<file path="config.mk">
export PLATFORM = sky130hd
export DESIGN_NAME = i281_trace_buffer
export DESIGN_NICKNAME = d
export VERILOG_FILES = /design/src/rtl/i281_trace_pkg.sv /design/src/rtl/i281_trace_ram.sv /design/src/rtl/i281_trace_buffer.sv
export SDC_FILE = /design/constraint.sdc
export NUM_CORES = 1
export LEC_CHECK = 0
export CAP_MARGIN = 20
export CORE_ASPECT_RATIO = 0.9
export CORE_MARGIN = 4
export CORE_UTILIZATION = 65
export DETAILED_ROUTE_END_ITERATION = 16
export PLACE_DENSITY = 0.81
export SYNTH_ARGS = -nofsm -noshare
export SYNTH_HDL_FRONTEND = slang
export SYNTH_HIERARCHICAL = 1
export SYNTH_SLANG_ARGS = --single-unit
</file>
<file path="constraint.sdc">
create_clock -name clock -period 11.33 [get_ports clock]
set_input_delay 1.6995 -clock clock [delete_from_list [all_inputs] [get_ports clock]]
set_output_delay 1.6995 -clock clock [all_outputs]
set_load 0.1 [all_outputs]
</file>
<file path="src/rtl/i281_trace_pkg.sv">
// Shared FSM type, field widths and entry-width helper for the i281 trace buffer.
// Defining I281_TRACE_TIMESTAMP_EN adds a 16-bit timestamp field to every entry.
package i281_trace_pkg;

  localparam int INSTR_W = 5;
  localparam int STATE_W = 6;
  localparam int FLAGS_W = 4;
  localparam int TS_W    = 16;

  localparam logic [STATE_W-1:0] IF_STATE = '0;

`ifdef I281_TRACE_TIMESTAMP_EN
  localparam int TS_FIELD_W = TS_W;
`else
  localparam int TS_FIELD_W = 0;
`endif

  typedef enum logic [1:0] {
    ST_IDLE,
    ST_ARMED,
    ST_POST,
    ST_DONE
  } trace_state_t;

  // Entry layout, MSB to LSB: [timestamp], instr, state, regs, flags.
  function automatic int entry_width(input int num_regs, input int data_w);
    return TS_FIELD_W + INSTR_W + STATE_W + num_regs * data_w + FLAGS_W;
  endfunction

endpackage

</file>
<file path="src/rtl/i281_trace_ram.sv">
// Simple dual-port trace storage: one write port, one registered read port.
// Contents are never reset; a read of the address being written returns the old data.
module i281_trace_ram #(
  parameter int DEPTH = 16,
  parameter int WIDTH = 8
) (
  input  logic                     clock,
  input  logic                     wr_en,
  input  logic [$clog2(DEPTH)-1:0] wr_addr,
  input  logic [WIDTH-1:0]         wr_data,
  input  logic [$clog2(DEPTH)-1:0] rd_addr,
  output logic [WIDTH-1:0]         rd_data
);

  logic [WIDTH-1:0] mem [DEPTH];

  always_ff @(posedge clock) begin
    if (wr_en) begin
      mem[wr_addr] <= wr_data;
    end
    rd_data <= mem[rd_addr];
  end

endmodule

</file>
<file path="src/rtl/i281_trace_buffer.sv">
// Circular execution-trace recorder for the i281 CPU with instruction-match trigger.
// Optional timestamp field: define I281_TRACE_TIMESTAMP_EN.
module i281_trace_buffer
  import i281_trace_pkg::*;
#(
  parameter int NUM_REGS     = 4,
  parameter int DATA_W       = 8,
  parameter int DEPTH        = 16,
  parameter int POST_TRIG    = 4,
  parameter int CAPTURE_MODE = 0
) (
  input  logic                                      clock,
  input  logic                                      reset,
  input  logic                                      run,
  input  logic [INSTR_W-1:0]                        instr,
  input  logic [STATE_W-1:0]                        state,
  input  logic [NUM_REGS*DATA_W-1:0]                regs,
  input  logic [FLAGS_W-1:0]                        flags,
  input  logic                                      arm,
  input  logic                                      stop,
  input  logic                                      force_trig,
  input  logic [INSTR_W-1:0]                        trig_instr,
  input  logic [$clog2(DEPTH)-1:0]                  rd_addr,
  output logic [entry_width(NUM_REGS, DATA_W)-1:0]  rd_data,
  output logic                                      rd_valid,
  output logic [$clog2(DEPTH):0]                    count,
  output logic                                      busy,
  output logic                                      done
);

  localparam int AW      = $clog2(DEPTH);
  localparam int ENTRY_W = entry_width(NUM_REGS, DATA_W);

  localparam logic [AW:0]   FULL      = (AW+1)'(DEPTH);
  localparam logic [AW-1:0] POST_LOAD = AW'(POST_TRIG);
  localparam logic [AW-1:0] POST_ONE  = AW'(1);

  // With no post-trigger window the trigger entry is the last one captured.
  localparam trace_state_t TRIG_NEXT = (POST_TRIG == 0) ? ST_DONE : ST_POST;

  trace_state_t        fsm_q, fsm_d;
  logic [AW-1:0]       wr_ptr;
  logic [AW-1:0]       post_cnt;
  logic                qual;
  logic                clear;
  logic                wr_en;
  logic                post_load;
  logic                post_dec;
  logic [ENTRY_W-1:0]  entry;
  logic [AW-1:0]       oldest;
  logic [AW-1:0]       phys_addr;
  logic [ENTRY_W-1:0]  ram_q;
  logic                rd_valid_q;

  assign qual = run && ((CAPTURE_MODE == 0) || (state == IF_STATE));

  always_ff @(posedge clock or negedge reset) begin
    if (!reset) begin
      fsm_q <= ST_IDLE;
    end else begin
      fsm_q <= fsm_d;
    end
  end

  // Priority is arm, then stop, then trigger; only ARMED and POST write.
  always_comb begin
    fsm_d     = fsm_q;
    clear     = 1'b0;
    wr_en     = 1'b0;
    post_load = 1'b0;
    post_dec  = 1'b0;
    if (arm) begin
      fsm_d = ST_ARMED;
      clear = 1'b1;
    end else if (stop) begin
      fsm_d = ST_IDLE;
    end else begin
      case (fsm_q)
        ST_ARMED: begin
          wr_en = qual;
          if (force_trig || (qual && (instr == trig_instr))) begin
            post_load = 1'b1;
            fsm_d     = TRIG_NEXT;
          end
        end
        ST_POST: begin
          if (qual) begin
            wr_en    = 1'b1;
            post_dec = 1'b1;
            if (post_cnt == POST_ONE) begin
              fsm_d = ST_DONE;
            end
          end
        end
        default: begin
        end
      endcase
    end
  end

  always_ff @(posedge clock or negedge reset) begin
    if (!reset) begin
      wr_ptr   <= '0;
      count    <= '0;
      post_cnt <= '0;
    end else if (clear) begin
      wr_ptr   <= '0;
      count    <= '0;
      post_cnt <= '0;
    end else begin
      if (wr_en) begin
        wr_ptr <= wr_ptr + 1'b1;
        if (count != FULL) begin
          count <= count + 1'b1;
        end
      end
      if (post_load) begin
        post_cnt <= POST_LOAD;
      end else if (post_dec) begin
        post_cnt <= post_cnt - 1'b1;
      end
    end
  end

`ifdef I281_TRACE_TIMESTAMP_EN
  logic [TS_W-1:0] ts;

  always_ff @(posedge clock or negedge reset) begin
    if (!reset) begin
      ts <= '0;
    end else if (clear) begin
      ts <= '0;
    end else if ((fsm_q == ST_ARMED) || (fsm_q == ST_POST)) begin
      ts <= ts + 1'b1;
    end
  end

  assign entry = {ts, instr, state, regs, flags};
`else
  assign entry = {instr, state, regs, flags};
`endif

  // Once the buffer has wrapped, the slot about to be overwritten is the oldest.
  assign oldest    = (count == FULL) ? wr_ptr : '0;
  assign phys_addr = oldest + rd_addr;

  i281_trace_ram #(
    .DEPTH (DEPTH),
    .WIDTH (ENTRY_W)
  ) u_ram (
    .clock   (clock),
    .wr_en   (wr_en),
    .wr_addr (wr_ptr),
    .wr_data (entry),
    .rd_addr (phys_addr),
    .rd_data (ram_q)
  );

  always_ff @(posedge clock or negedge reset) begin
    if (!reset) begin
      rd_valid_q <= 1'b0;
    end else begin
      rd_valid_q <= ({1'b0, rd_addr} < count);
    end
  end

  assign rd_valid = rd_valid_q;
  assign rd_data  = rd_valid_q ? ram_q : '0;
  assign busy     = (fsm_q == ST_ARMED) || (fsm_q == ST_POST);
  assign done     = (fsm_q == ST_DONE);

endmodule

</file>
==> results.md, run 1 <==
- The count of buffering cells on the critical path with inverters included is 5.
- The most critical setup path has its startpoint at rd_addr[0].
- The total congestion overflow after global routing is 0.
- CTS saw 815 sinks.
- Among the stages of the critical path, the cell type that occurs most often is sky130_fd_sc_hd__buf_4.
- The number of hold buffers added after CTS is 0.
- The via count of the first global-routing pass came to around 16000.
- The post-route minimum period is 5.44 ns.
- The worst max-slew margin expressed relative to the limit is 0.252.
- The launch point of the worst reg-to-reg path is count[0]$_DFFE_PN0P_.
- The power consumption is 0.00620 W.
- The count of final max-slew check failures is 0.
- The die is 237 um wide.
- The final RePlAce weighted congestion is roughly 0.75.
- After detailed routing, the total wire length is 68400 um.
- The starting density of the core is 0.658.
- The number of vias after detailed routing is 14719.
- The number of antenna violations at the first check in global routing is 5.
- Of all nets on the critical path, the largest fanout is between 70 and 80.
- At the worst endpoint, the required time is between 10 and 15 ns.
- Setup repair after global routing left no endpoint under its margin.
- The synthesized net count is 1471.
- Dividing the detail-routed wire length by the instance count gives 30.8 um.
- The post-route clock skew is 0.0226 ns.
- The first-pass detailed-route iteration total is 5.
- Across the run, the number of max-cap violations was 0.
- The DRC violation total after the first TritonRoute iteration is ~1700.
- The synthesized area per cell is 22.0 um2.
- The CTS clock-pin slew for the worst setup and hold paths is roughly 0.06 ns.
- The measured slew at the worst slew-check pin is 1.12 ns.
- The total CTS buffers is between 70 and 80.
- The post-DP HPWL is 30500 um.
- The final setup violation count is 0.
- The share of post-route cells with drive strength above 1 is 0.216.
- The share of synthesized area occupied by flip-flops and latches is 0.782.
- After synthesis the cells add up to 30600 um2.
- The distinct cell type count of the synthesized netlist is 39.
- The count of buffers added on input and output ports is 116.
- The run finished with clean final reports.
- For the worst setup path, the data arrival time is between 5 and 6 ns.
- IR analysis of the VDD net gives a maximum drop of 0.000139 V.
- In this run the worst hold path is classified as reg -> reg.
- Traced cell by cell, the critical path runs through clkdlybuf4s50_1 -> ha_4 -> inv_1 -> fa_1 -> inv_6 -> buf_4 -> buf_4 -> mux4_2 -> a22oi_1 -> nand2_1.
- The pin count of the biggest net entering global routing is 74.
- The detailed-route DRC error count is 0.
- The later pin in the worst-skew pair is clocked with a latency of 0.62 ns.
- Static timing analysis puts the maximum clock frequency at 0.184 GHz.
- For this run, asynchronously set or reset flops after synthesis account for 0.0196.
- The area overhead of the layout relative to synthesis is 14.4%.
- The final count of hold timing violations is 0.
- The CTS tree is done.
- The final worst slack is ~6 ns.
- The startpoint type of the worst setup path is a primary input.
- The largest individual stage delay along the critical path comes from the cell sky130_fd_sc_hd__buf_4.
- The placement row count is 75.
- The floorplan step set the die height to 214 um.
- Counting flops with a built-in enable in the synthesized netlist gives approximately 750.
- In the finished design, the share of the clock period the worst path needs comes to 0.480.
- The family of cells with the greatest summed delay on the critical path is buffers and inverters.
- The stage delay of the slowest cell on the critical path is 0.90 ns.
- The total number of H-tree levels is 3.
- The total area inside the core boundary comes to 46500 um2.
- The net count of the finished layout is 1622.
- Setup total negative slack on the finished layout was measured at 0 ns.
- The worst-case clock buffer depth is 3.
- The count of yosys warnings during synthesis is 6.
- The cell count after synthesis is 1394.
- By startpoint and endpoint, the worst setup path is classified as in -> reg.
- Post-CTS repair changed the size of 0 cells.
- After detailed routing, the number of vias per cell comes to 6.63.
- The leakage power total is 11.2 nW.
- Across every metal layer, demand over resource in global routing totals 0.278.
- Among all flip-flop cells after synthesis, the most frequent one is sky130_fd_sc_hd__edfxtp_1.
- The number of setup buffers added after CTS is 0.
- The setup slack after placement is 5.30 ns.
- The tree is rooted in a sky130_fd_sc_hd__clkbuf_16.
- The floorplan die area is between 50000 and 60000 um2.
- The layout has about 2500 filler cells.
- The number of register bits inferred by synthesis is ~820.
- The number of nets still failing antenna checks after routing is 0.
- The top-level I/O count is 117.
- The power per cell area is between 150 and 200 nW/um2.
- The startpoint of the most critical hold path is count[4]$_DFFE_PN0P_.
- The nature of the critical path endpoint is a register.
- The global-route wire length before repair is 102000 um.
==> area by class of cell <==
cell class	instances	area, um2	share of cell area
Antenna cell	1	2.50	0.0000715
Clock buffer	101	2060	0.0588
Clock inverter	33	364	0.0104
Inverter	15	61.3	0.00175
Multi-Input combinational cell	495	6390	0.183
Sequential cell	815	23900	0.684
Tap cell	616	771	0.0220
Timing Repair Buffer	144	1430	0.0408
==> stage by stage <==
| stage | util | hold WS, ns | std cells | instance area, um2 |
|---|---|---|---|---|
| floorplan | - | 0.506 | 1394 | 30600 |
| global placement | 0.698 | 0.531 | 2081 | 32500 |
| global route | 0.752 | 0.602 | 2220 | 35000 |
| CTS | 0.750 | 0.579 | 2216 | 34900 |
| detailed placement | 0.698 | 0.551 | 2082 | 32500 |
| finish | 0.752 | 0.572 | 2220 | 35000 |
==> cell usage after synthesis, drive strengths merged, types with 2 or more instances <==
| master | number | share of area |
|---|---|---|
| nand4 | 4 | 0.00082 |
| a21o | 4 | 0.00098 |
| nor3 | 6 | 0.00098 |
| o21ai | 3 | 0.00049 |
| xor2 | 5 | 0.0014 |
| nor2 | 26 | 0.0032 |
| mux4 | 188 | 0.14 |
| a21oi | 3 | 0.00049 |
| a22oi | 94 | 0.023 |
| and2 | 52 | 0.011 |
| dfrtp | 16 | 0.013 |
| dfxtp | 47 | 0.031 |
| xnor2 | 13 | 0.0037 |
| clkbuf | 36 | 0.0044 |
| inv | 15 | 0.0018 |
| nor2b | 4 | 0.0011 |
| nand2b | 4 | 0.00082 |
| nand3b | 2 | 0.00049 |
| nand2 | 58 | 0.0071 |
| ha | 14 | 0.0057 |
| nand3 | 3 | 0.00049 |
| edfxtp | 752 | 0.74 |
| mux2i | 2 | 0.00065 |
| buf | 33 | 0.0081 |
==> routing by layer <==
layer / up-vias / share of wire / GRT usage
li1: 6049 / - / -
met3: 161 / 0.093 / 0.0593
met1: 7658 / 0.36 / 0.377
met5: - / 0.00080 / 0
met2: 843 / 0.52 / 0.472
met4: 8 / 0.031 / 0.0853
==> where the power goes <==
group | internal, W | leakage (nW) | switching [W] | total [W]
logic | 0.000133 | 2.70 | 0.000242 | 0.000374
clock network | 0.00146 | 1.17 | 0.00105 | 0.00250
registers | 0.00331 | 7.37 | 0.0000179 | 0.00333
total | 0.00490 | 11.2 | 0.00130 | 0.00620
==> worst paths after layout <==
path,end,cells after the start,slack [ns]
min reg2reg,rd_valid$_DFF_PN0_,1,0.57
max,u_ram/rd_data[29]$_DFF_P_,10,5.89
max in group asynchronous,rd_valid$_DFF_PN0_,1,9.22
min,rd_valid$_DFF_PN0_,1,0.57
max reg2reg,u_ram/rd_data[29]$_DFF_P_,13,6.32
min in group asynchronous,post_cnt[1]$_DFFE_PN0P_,1,1.56
==> state kept, by name, summed over array words and instances (netlist names) <==
name / flops
count: 5
fsm_q: 2
rd_valid: 1
post_cnt: 4
u_ram/mem: 752
u_ram/rd_data: 47
wr_ptr: 4
==> layout by cell type, fill, tap and decap left out, drive strengths merged, types with 20 or more instances in the layout <==
cell           instances
a22oi                 94
nand2                 58
buf                   28
edfxtp               752
clkinv                20
dfxtp                 47
mux4                 188
clkdlybuf4s50        116
and2                  52
clkbuf               101
nor2                  26
==> kinds of logic (layout without fill, tap and decap cells) <==
family	count (synthesis)	count (layout)	synth area share
and+or+nand+nor	164	164	0.0274
muxes	190	190	0.139
AOI/OAI and AO/OA	108	108	0.0260
DFF	815	815	0.782
buffers and inverters	84	293	0.0144
adders and majority gates	15	15	0.00638
other	0	1	0
xor gates and xnor gates	18	18	0.00515
No activity file was read; power rests on OpenSTA's default activity.
==> run 2, diff against run 1 <==
--- a/config.mk
+++ b/config.mk
@@ -8,9 +8,9 @@
 export CAP_MARGIN = 20
 export CORE_ASPECT_RATIO = 0.9
 export CORE_MARGIN = 4
-export CORE_UTILIZATION = 65
+export CORE_UTILIZATION = 54
 export DETAILED_ROUTE_END_ITERATION = 16
-export PLACE_DENSITY = 0.81
+export PLACE_DENSITY = 0.72
 export SYNTH_ARGS = -nofsm -noshare
 export SYNTH_HDL_FRONTEND = slang
 export SYNTH_HIERARCHICAL = 1
==> constraint.sdc (replaced) <==
create_clock -name clock -period 5 [get_ports clock]
set_input_delay 0.75 -clock clock [delete_from_list [all_inputs] [get_ports clock]]
set_output_delay 0.75 -clock clock [all_outputs]
set_load 0.1 [all_outputs]
==> run 2 against run 1 <==
Non-clock buffer count rose by 13. First-iteration DRC count fell by 1.5%. Global-route usage fell by 5.9 points. Critical path type is now reg -> out. Clock skew rose by 0.0089 ns. Sequential cell count did not move. Sequential power rose by 130%.
==> results.md, run 2 (synthesis results as in run 1) <==
- The run finished with clean final reports.
- The maximum ir drop on the vdd rail came to 0.000263 V (+89%).
- The total number of H-tree levels is 3 (unchanged).
- The internal power contribution is 0.0112 W (+130%).
- The total congestion overflow after global routing was 0 (unchanged).
- The post-route minimum period is 3.92 ns.
- The critical path data arrival time is 3.17 ns (-2.74 ns).
- The final-layout worst hold slack was 0.557 ns (-0.0147 ns).
- The DRC violation total after the first TritonRoute iteration is 1682 (-1.5%).
- The kind of path behind the tightest hold check is reg -> reg.
- The global-route wire length before repair is 97900 um (-4.1%).
- STA classifies the critical path startpoint as a register.
- The number of diodes is 0 (-1).
- The CTS clock-pin slew for the worst setup and hold paths was 0.06 ns (about the same).
- The power share of the clock group is 0.410 (+0.007).
- The area overhead of the layout relative to synthesis is 16.0%.
- The final count of hold timing violations came to 0 (unchanged).
- The leakage power total is 11.4 nW (+1.2%).
- The sum of negative setup slack is 0 ns (unchanged).
- The final setup violation count is 0 (unchanged).
- The footprint of the flip-flops and latches is 23900 um2 (unchanged).
- The worst-skew pair later-pin latency is 0.61 ns (about the same).
- The total CTS buffers came to 79 (+6.8%).
- The flip-flop count of the largest register, all copies and words added is 752 (unchanged).
- The switching power as a share of total power was 0.212 (+0.00209).
- The number of clock sinks was 815 (unchanged).
- The switching component of the power is 0.00303 W (+130%).
- The family of cells with the greatest summed delay on the critical path is buffers and inverters.
- The largest registers in the layout are u_ram/mem (752), u_ram/rd_data (47), count (5).
- The number of hold buffers added after CTS is 0 (unchanged).
- The total of cells resized after clock tree synthesis is 0 (unchanged).
- The via count of the first global-routing pass was 15272 (-2.9%).
- The via density per instance is 6.11 (-7.9%).
- The number of antenna violations at the first check in global routing is 7 (+2).
- The classification of the worst setup path is reg -> out.
- The net count of the finished layout came to 1640 (+1.1%).
- The logic gate share of total power is 0.060 (about the same).
- The total cell area at the placement stage is 33000 um2 (+1.4%).
- The most frequent standard cell in the layout excluding fill and tap cells is sky130_fd_sc_hd__edfxtp_1.
- The sequential share of power is 0.530 (-0.007).
- The number of setup buffers added after CTS is 0 (unchanged).
- The post-DP HPWL is 34200 um (+12%).
- The floorplan die area is 60600 um2 (+20%).
- The placement row count came to 82 (+9.3%).
- The total length of routed wires is 64800 um (-5.2%).
- Setup repair after global routing left no endpoint under its margin.
- The floorplan core area came to 55900 um2 (+20%).
- The number of violations of the max-capacitance limit is 0 (unchanged).
- The library cell used as clock root buffer is sky130_fd_sc_hd__clkbuf_16.
- The first-pass detailed-route iteration total was 5 (unchanged).
- The power consumption is 0.0142 W (+130%).
- The largest fanout of any net on the critical path came to 28 (-62%).
- The top-level I/O count is 117 (unchanged).
- The number of fillers in the final layout came to 3664 (+46%).
- The final design instance area without fill is 35500 um2 (+1.5%).
- The stage delay of the slowest cell on the critical path is 1.14 ns (+0.24 ns).
- The overall fraction of global-route tracks in use is 0.219 (-0.0592).
- The vertical die dimension is 234 um (+9.3%).
- The power per cell area is 401 nW/um2 (+130%).
- The CTS tree is done.
- The worst-case clock buffer depth is 3 (unchanged).
- The detailed-route DRC error count is 0 (unchanged).
- The ratio of final minimum period to clock period is 0.783.
- The count of buffering cells on the critical path with inverters included is 2 (-3).
- The register with the most flip-flops is u_ram/mem.
- The starting density of the core is 0.547 (-0.110).
- The average wire length per cell after detail routing is 27.2 um (-12%).
- The final RePlAce weighted congestion is 0.754 (+1.2%).
- The count of final max-slew check failures came to 0 (unchanged).
- The total area of multi-input combinational cells was 6410 um2 (+0.37%).
- The worst max-slew margin expressed relative to the limit is 0.298 (+0.0462).
- The number of nets still failing antenna checks after routing is 0 (unchanged).
- The minimum setup slack among reg-to-reg paths was 1.21 ns (-5.11 ns).
- The signal on the critical path passes through buf_4 -> and2_1 -> clkdlybuf4s50_1.
- The port buffer count is 116 (unchanged).
- The measured slew at the worst slew-check pin is 1.05 ns (-0.0688 ns).
- The achievable frequency is approximately 0.26 GHz.
- The worst endpoint required time was 4.25 ns (-7.55 ns).
- The critical path's slowest cell is sky130_fd_sc_hd__clkdlybuf4s50_1.
- The post-route clock skew is 0.0315 ns (+0.00893 ns).
- STA classifies the critical path endpoint as an output port.
- The share of post-route cells with drive strength above 1 was 0.226 (+0.00972).
- In the layout the commonest cells are sky130_fd_sc_hd__edfxtp_1, sky130_fd_sc_hd__mux4_2, sky130_fd_sc_hd__clkdlybuf4s50_1.
- The number of vias after detailed routing is 14558 (-1.1%).
- The chip width was 259 um (+9.4%).
- The pin count of the biggest net entering global routing is 53 (-28%).
## run 2: cell types whose count changed in the layout (fill, tap and decap cells not counted), sizes merged
cell	change
clkinvlp	-2
buf	+13
clkinv	-2
diode	-1
clkbuf	+17
bufinv	-2
## run 2: path summary, 6_finish.rpt
path / cells past startpoint / from / end
min reg2reg: 2 / post_cnt[3]$_DFFE_PN0P_ / post_cnt[3]$_DFFE_PN0P_
min in group asynchronous: 1 / reset / post_cnt[2]$_DFFE_PN0P_
min: 2 / post_cnt[3]$_DFFE_PN0P_ / post_cnt[3]$_DFFE_PN0P_
max reg2reg: 12 / count[0]$_DFFE_PN0P_ / u_ram/rd_data[3]$_DFF_P_
max: 3 / rd_valid$_DFF_PN0_ / rd_data[44]
max in group asynchronous: 1 / reset / rd_valid$_DFF_PN0_
## run 2: worst register-to-register path, cell delays in order (launching register included)
cell	delay [ns]
sky130_fd_sc_hd__dfrtp_1	0.45
sky130_fd_sc_hd__inv_1	0.09
sky130_fd_sc_hd__ha_1	0.14
sky130_fd_sc_hd__and4bb_2	0.31
sky130_fd_sc_hd__and2_1	0.18
sky130_fd_sc_hd__ha_4	0.13
sky130_fd_sc_hd__inv_1	0.04
sky130_fd_sc_hd__fa_1	0.37
sky130_fd_sc_hd__xnor2_1	0.51
sky130_fd_sc_hd__nor2b_4	0.96
sky130_fd_sc_hd__buf_4	0.34
sky130_fd_sc_hd__a22oi_1	0.10
sky130_fd_sc_hd__nand2_1	0.10
## run 2: area by class of cell
| cell class | count | area share |
|---|---|---|
| flip-flops and latches | 815 | 0.674 |
| multi-input cells | 495 | 0.181 |
| clock buffers | 118 | 0.0630 |
| repair buffers | 157 | 0.0456 |
| well taps | 756 | 0.0266 |
| clock inverters | 27 | 0.00874 |
| inverters | 15 | 0.00173 |
## run 2: stage by stage
stage          utilization  instances  setup slack (ns)
2_1_floorplan            -       1394             0.771
3_3_place_gp         0.590       2238              1.13
3_5_place_dp         0.590       2238              1.07
4_1_cts              0.635       2383              1.00
5_1_grt              0.635       2383             0.940
6_report             0.635       2383              1.08
## run 2: power groups by stage
stage          clock, W  combinational (W)  sequential, W
2_1_floorplan         0           0.000557        0.00767
5_1_grt         0.00624           0.000915        0.00755
4_1_cts         0.00594           0.000866        0.00755
3_5_place_dp          0           0.000861        0.00769
6_report        0.00585           0.000857        0.00755
3_3_place_gp          0           0.000844        0.00769
## run 2: metal layers
layer  wire length, um  share of wire  vias to the layer above  track usage
met3              4710          0.073                      101       0.0500
met5                55        0.00085                        -            0
li1                  -              -                     6112            -
met1             27200           0.42                     7764        0.317
met4              1190          0.018                        8       0.0482
met2             31700           0.49                      573        0.351
==> run 3, diff against run 2 <==
==> constraint.sdc (replaced) <==
create_clock -name clock -period 3.22 [get_ports clock]
set_input_delay 0.483 -clock clock [delete_from_list [all_inputs] [get_ports clock]]
set_output_delay 0.483 -clock clock [all_outputs]
set_load 0.1 [all_outputs]
==> run 3 against run 2 <==
Final cell count up 1.8%. Sequential share of layout area shrank 1.4 points. Global-route usage grew 0.51 points. Die area is the same. Non-clock buffer count increased by 39.
==> results.md, run 3 (synthesis results as in run 1) <==
- The average wire length per cell after detail routing is 27.9 um (+2.7%).
- The final setup violation count is 0 (unchanged).
- The leakage power total is 11.9 nW (+4.2%).
- The largest fanout of any net on the critical path is 19 (-32%).
- The post-route clock skew is 0.0277 ns (-0.00383 ns).
- The via count of the first global-routing pass is 15595 (+2.1%).
- The total congestion overflow after global routing came to 0 (unchanged).
- The power per cell area came to 618 nW/um2 (+54%).
- The worst setup path is launched from a register.
- The critical path data arrival time is 3.63 ns (+0.46 ns).
- The critical path's slowest cell is sky130_fd_sc_hd__fa_2.
- The number of violations of the max-capacitance limit was 0 (unchanged).
- The power consumption is 0.0224 W (+57%).
- The pin count of the biggest net entering global routing is 49 (-7.5%).
- The final-layout worst hold slack is 0.326 ns (-0.231 ns).
- The post-DP HPWL was 35200 um (+2.8%).
- The sequential share of power is 0.523 (-0.007).
- The sum of negative setup slack is 0 ns (unchanged).
- The tree is rooted in a sky130_fd_sc_hd__clkbuf_16.
- The worst setup path is captured at a register.
- The placement row count is 82 (unchanged).
- The vertical die dimension is 234 um (unchanged).
- The detailed-route DRC error count is 0 (unchanged).
- The DRC violation total after the first TritonRoute iteration was 1629 (-3.2%).
- The stage delay of the slowest cell on the critical path was 0.66 ns (-0.48 ns).
- The total CTS buffers is 79 (unchanged).
- The min-delay analysis places its worst path in the category in -> async.
- Counting I/O delays and the setup requirement, the final critical path takes between 3 and 4 ns.
- The worst endpoint required time is 3.71 ns (-0.54 ns).
- The floorplan core area is 55900 um2 (unchanged).
- Leaving out fill and tap cells, the most frequent cells in the layout are sky130_fd_sc_hd__edfxtp_1, sky130_fd_sc_hd__mux4_2, sky130_fd_sc_hd__buf_4.
- In the final layout, the registers with the most flip-flops are u_ram/mem (752), u_ram/rd_data (47), count (5).
- The switching component of the power is 0.00480 W (+58%).
- The global-route wire length before repair was 99500 um (+1.7%).
- The final design instance area without fill is 36300 um2 (+2.1%).
- The CTS clock-pin slew for the worst setup and hold paths is 0.06 ns (about the same).
- The setup slack after placement is 0.0859 ns (-0.983 ns).
- The net count of the finished layout is 1680 (+2.4%).
- The number of vias after detailed routing came to 14788 (+1.6%).
- Among the stages of the critical path, the cell type that occurs most often is sky130_fd_sc_hd__inv_1.
- The final RePlAce weighted congestion is 0.726 (-3.7%).
- The final worst slack is 0.0848 ns (-0.998 ns).
- The worst max-slew margin expressed relative to the limit is 0.479 (+0.181).
- The number of nets still failing antenna checks after routing is 0 (unchanged).
- The overall fraction of global-route tracks in use is 0.224 (+0.00511).
- The signal on the critical path passes through inv_1 -> ha_1 -> and4bb_2 -> and2_4 -> ha_4 -> inv_1 -> fa_2 -> clkinv_8 -> buf_16 -> mux4_2 -> a22oi_1 -> nand2_1.
- TritonCTS built the clock tree.
- The most frequent standard cell in the layout excluding fill and tap cells is sky130_fd_sc_hd__edfxtp_1.
- The register with the most flip-flops is u_ram/mem.
- The total cell area at the placement stage is 33400 um2 (+1.4%).
- The share of post-route cells with drive strength above 1 is 0.294 (+0.0680).
- The number of diodes is 0 (unchanged).
- The worst-case reg-to-reg path depth is 12 (unchanged).
- The classification of the worst setup path is reg -> reg.
- In the finished design, the share of the clock period the worst path needs comes to 0.974.
- The measured slew at the worst slew-check pin is 0.779 ns (-0.271 ns).
- The port buffer count was 116 (unchanged).
- The top-level I/O count came to 117 (unchanged).
- The power share of the clock group is 0.414 (+0.004).
- The internal power contribution was 0.0176 W (+57%).
- The via density per instance is 6.10 (-0.18%).
- The number of clock sinks was 815 (unchanged).
- The achievable frequency is 0.319 GHz.
- The switching power as a share of total power was 0.214 (+0.00179).
- The floorplan die area is 60600 um2 (unchanged).
- The first-pass detailed-route iteration total is 5 (unchanged).
- The total length of routed wires is 67800 um (+4.5%).
- The final count of hold timing violations is 0 (unchanged).
- Compared with the post-synthesis result, the final layout area differs by 18.5%.
- The logic gate share of total power came to 0.063 (+0.003).
- The number of antenna violations at the first check in global routing came to 5 (-2).
- The number of hold buffers added after CTS came to 0 (unchanged).
- The count of final max-slew check failures came to 0 (unchanged).
- The chip width is 259 um (unchanged).
- The starting density of the core is 0.547 (unchanged).
- The worst-case clock buffer depth is 3 (unchanged).
- The maximum ir drop on the vdd rail is 0.000387 V (+47%).
- The total number of H-tree levels is 3 (unchanged).
- The flip-flop count of the largest register, all copies and words added is 752 (unchanged).
- The run finished with clean final reports.
- The worst-skew pair later-pin latency is 0.63 ns (+0.02 ns).
run 3: changes by cell type in the layout (fill, tap and decap cells not counted), sizes merged:
cell / delta
buf: +92
clkinvlp: +2
clkdlybuf4s50: -55
inv: +1
clkinv: +9
clkbuf: -7
run 3: what timing repair did:
action | in CTS | in global routing
endpoints found under the setup margin | 0 | 25
setup buffers | 0 | 2
gates resized for setup | 0 | 26
run 3: critical path: cells and delay by family (launching register included):
family / cells / cell delay, ns
adders and majority gates: 3 / 0.92
and+or+nand+nor: 3 / 0.57
buffers and inverters: 4 / 0.53
DFF: 1 / 0.41
muxes: 1 / 0.32
AOI/OAI and AO/OA: 1 / 0.25
run 3: power by group through the flow:
stage          Clock, W  Sequential [W]  Combinational, W
2_1_floorplan         0          0.0119          0.000871
3_3_place_gp          0          0.0119           0.00136
3_5_place_dp          0          0.0119           0.00138
4_1_cts         0.00945          0.0117           0.00139
5_1_grt         0.00991          0.0117           0.00150
6_report        0.00928          0.0117           0.00141
run 3: final timing paths:
| kind | startpoint | endpoint | slack, ns |
|---|---|---|---|
| min in group clock | post_cnt[3]$_DFFE_PN0P_ | post_cnt[3]$_DFFE_PN0P_ | 0.55 |
| worst max-delay path | count[1]$_DFFE_PN0P_ | u_ram/rd_data[26]$_DFF_P_ | 0.08 |
| worst max register to register | count[1]$_DFFE_PN0P_ | u_ram/rd_data[26]$_DFF_P_ | 0.08 |
| max in group asynchronous | reset | rd_valid$_DFF_PN0_ | 2.36 |
| worst min register to register | post_cnt[3]$_DFFE_PN0P_ | post_cnt[3]$_DFFE_PN0P_ | 0.55 |
| worst min-delay path | reset | count[2]$_DFFE_PN0P_ | 0.33 |
run 3: metrics by stage:
stage	cells	utilization
after floorplan	1394	-
after global placement	2273	0.598
after detailed placement	2273	0.598
after CTS	2420	0.645
after global routing	2425	0.648
final	2425	0.648
run 3: area by class of cell:
type	instances	area (um2)
inverters	15	68.8
repair buffers	196	2160
well taps	756	946
flip-flops and latches	815	23900
clock buffers	109	2260
repair inverters	1	6.26
clock inverters	38	393
fillers	3599	19700
multi-input cells	495	6490
run 3: per-layer routing:
layer,track usage,routed length [um],vias to the layer above
met5,0,75,-
met4,0.0518,1240,10
met3,0.0511,6020,111
met2,0.366,33600,665
met1,0.317,26800,7818
li1,-,-,6184
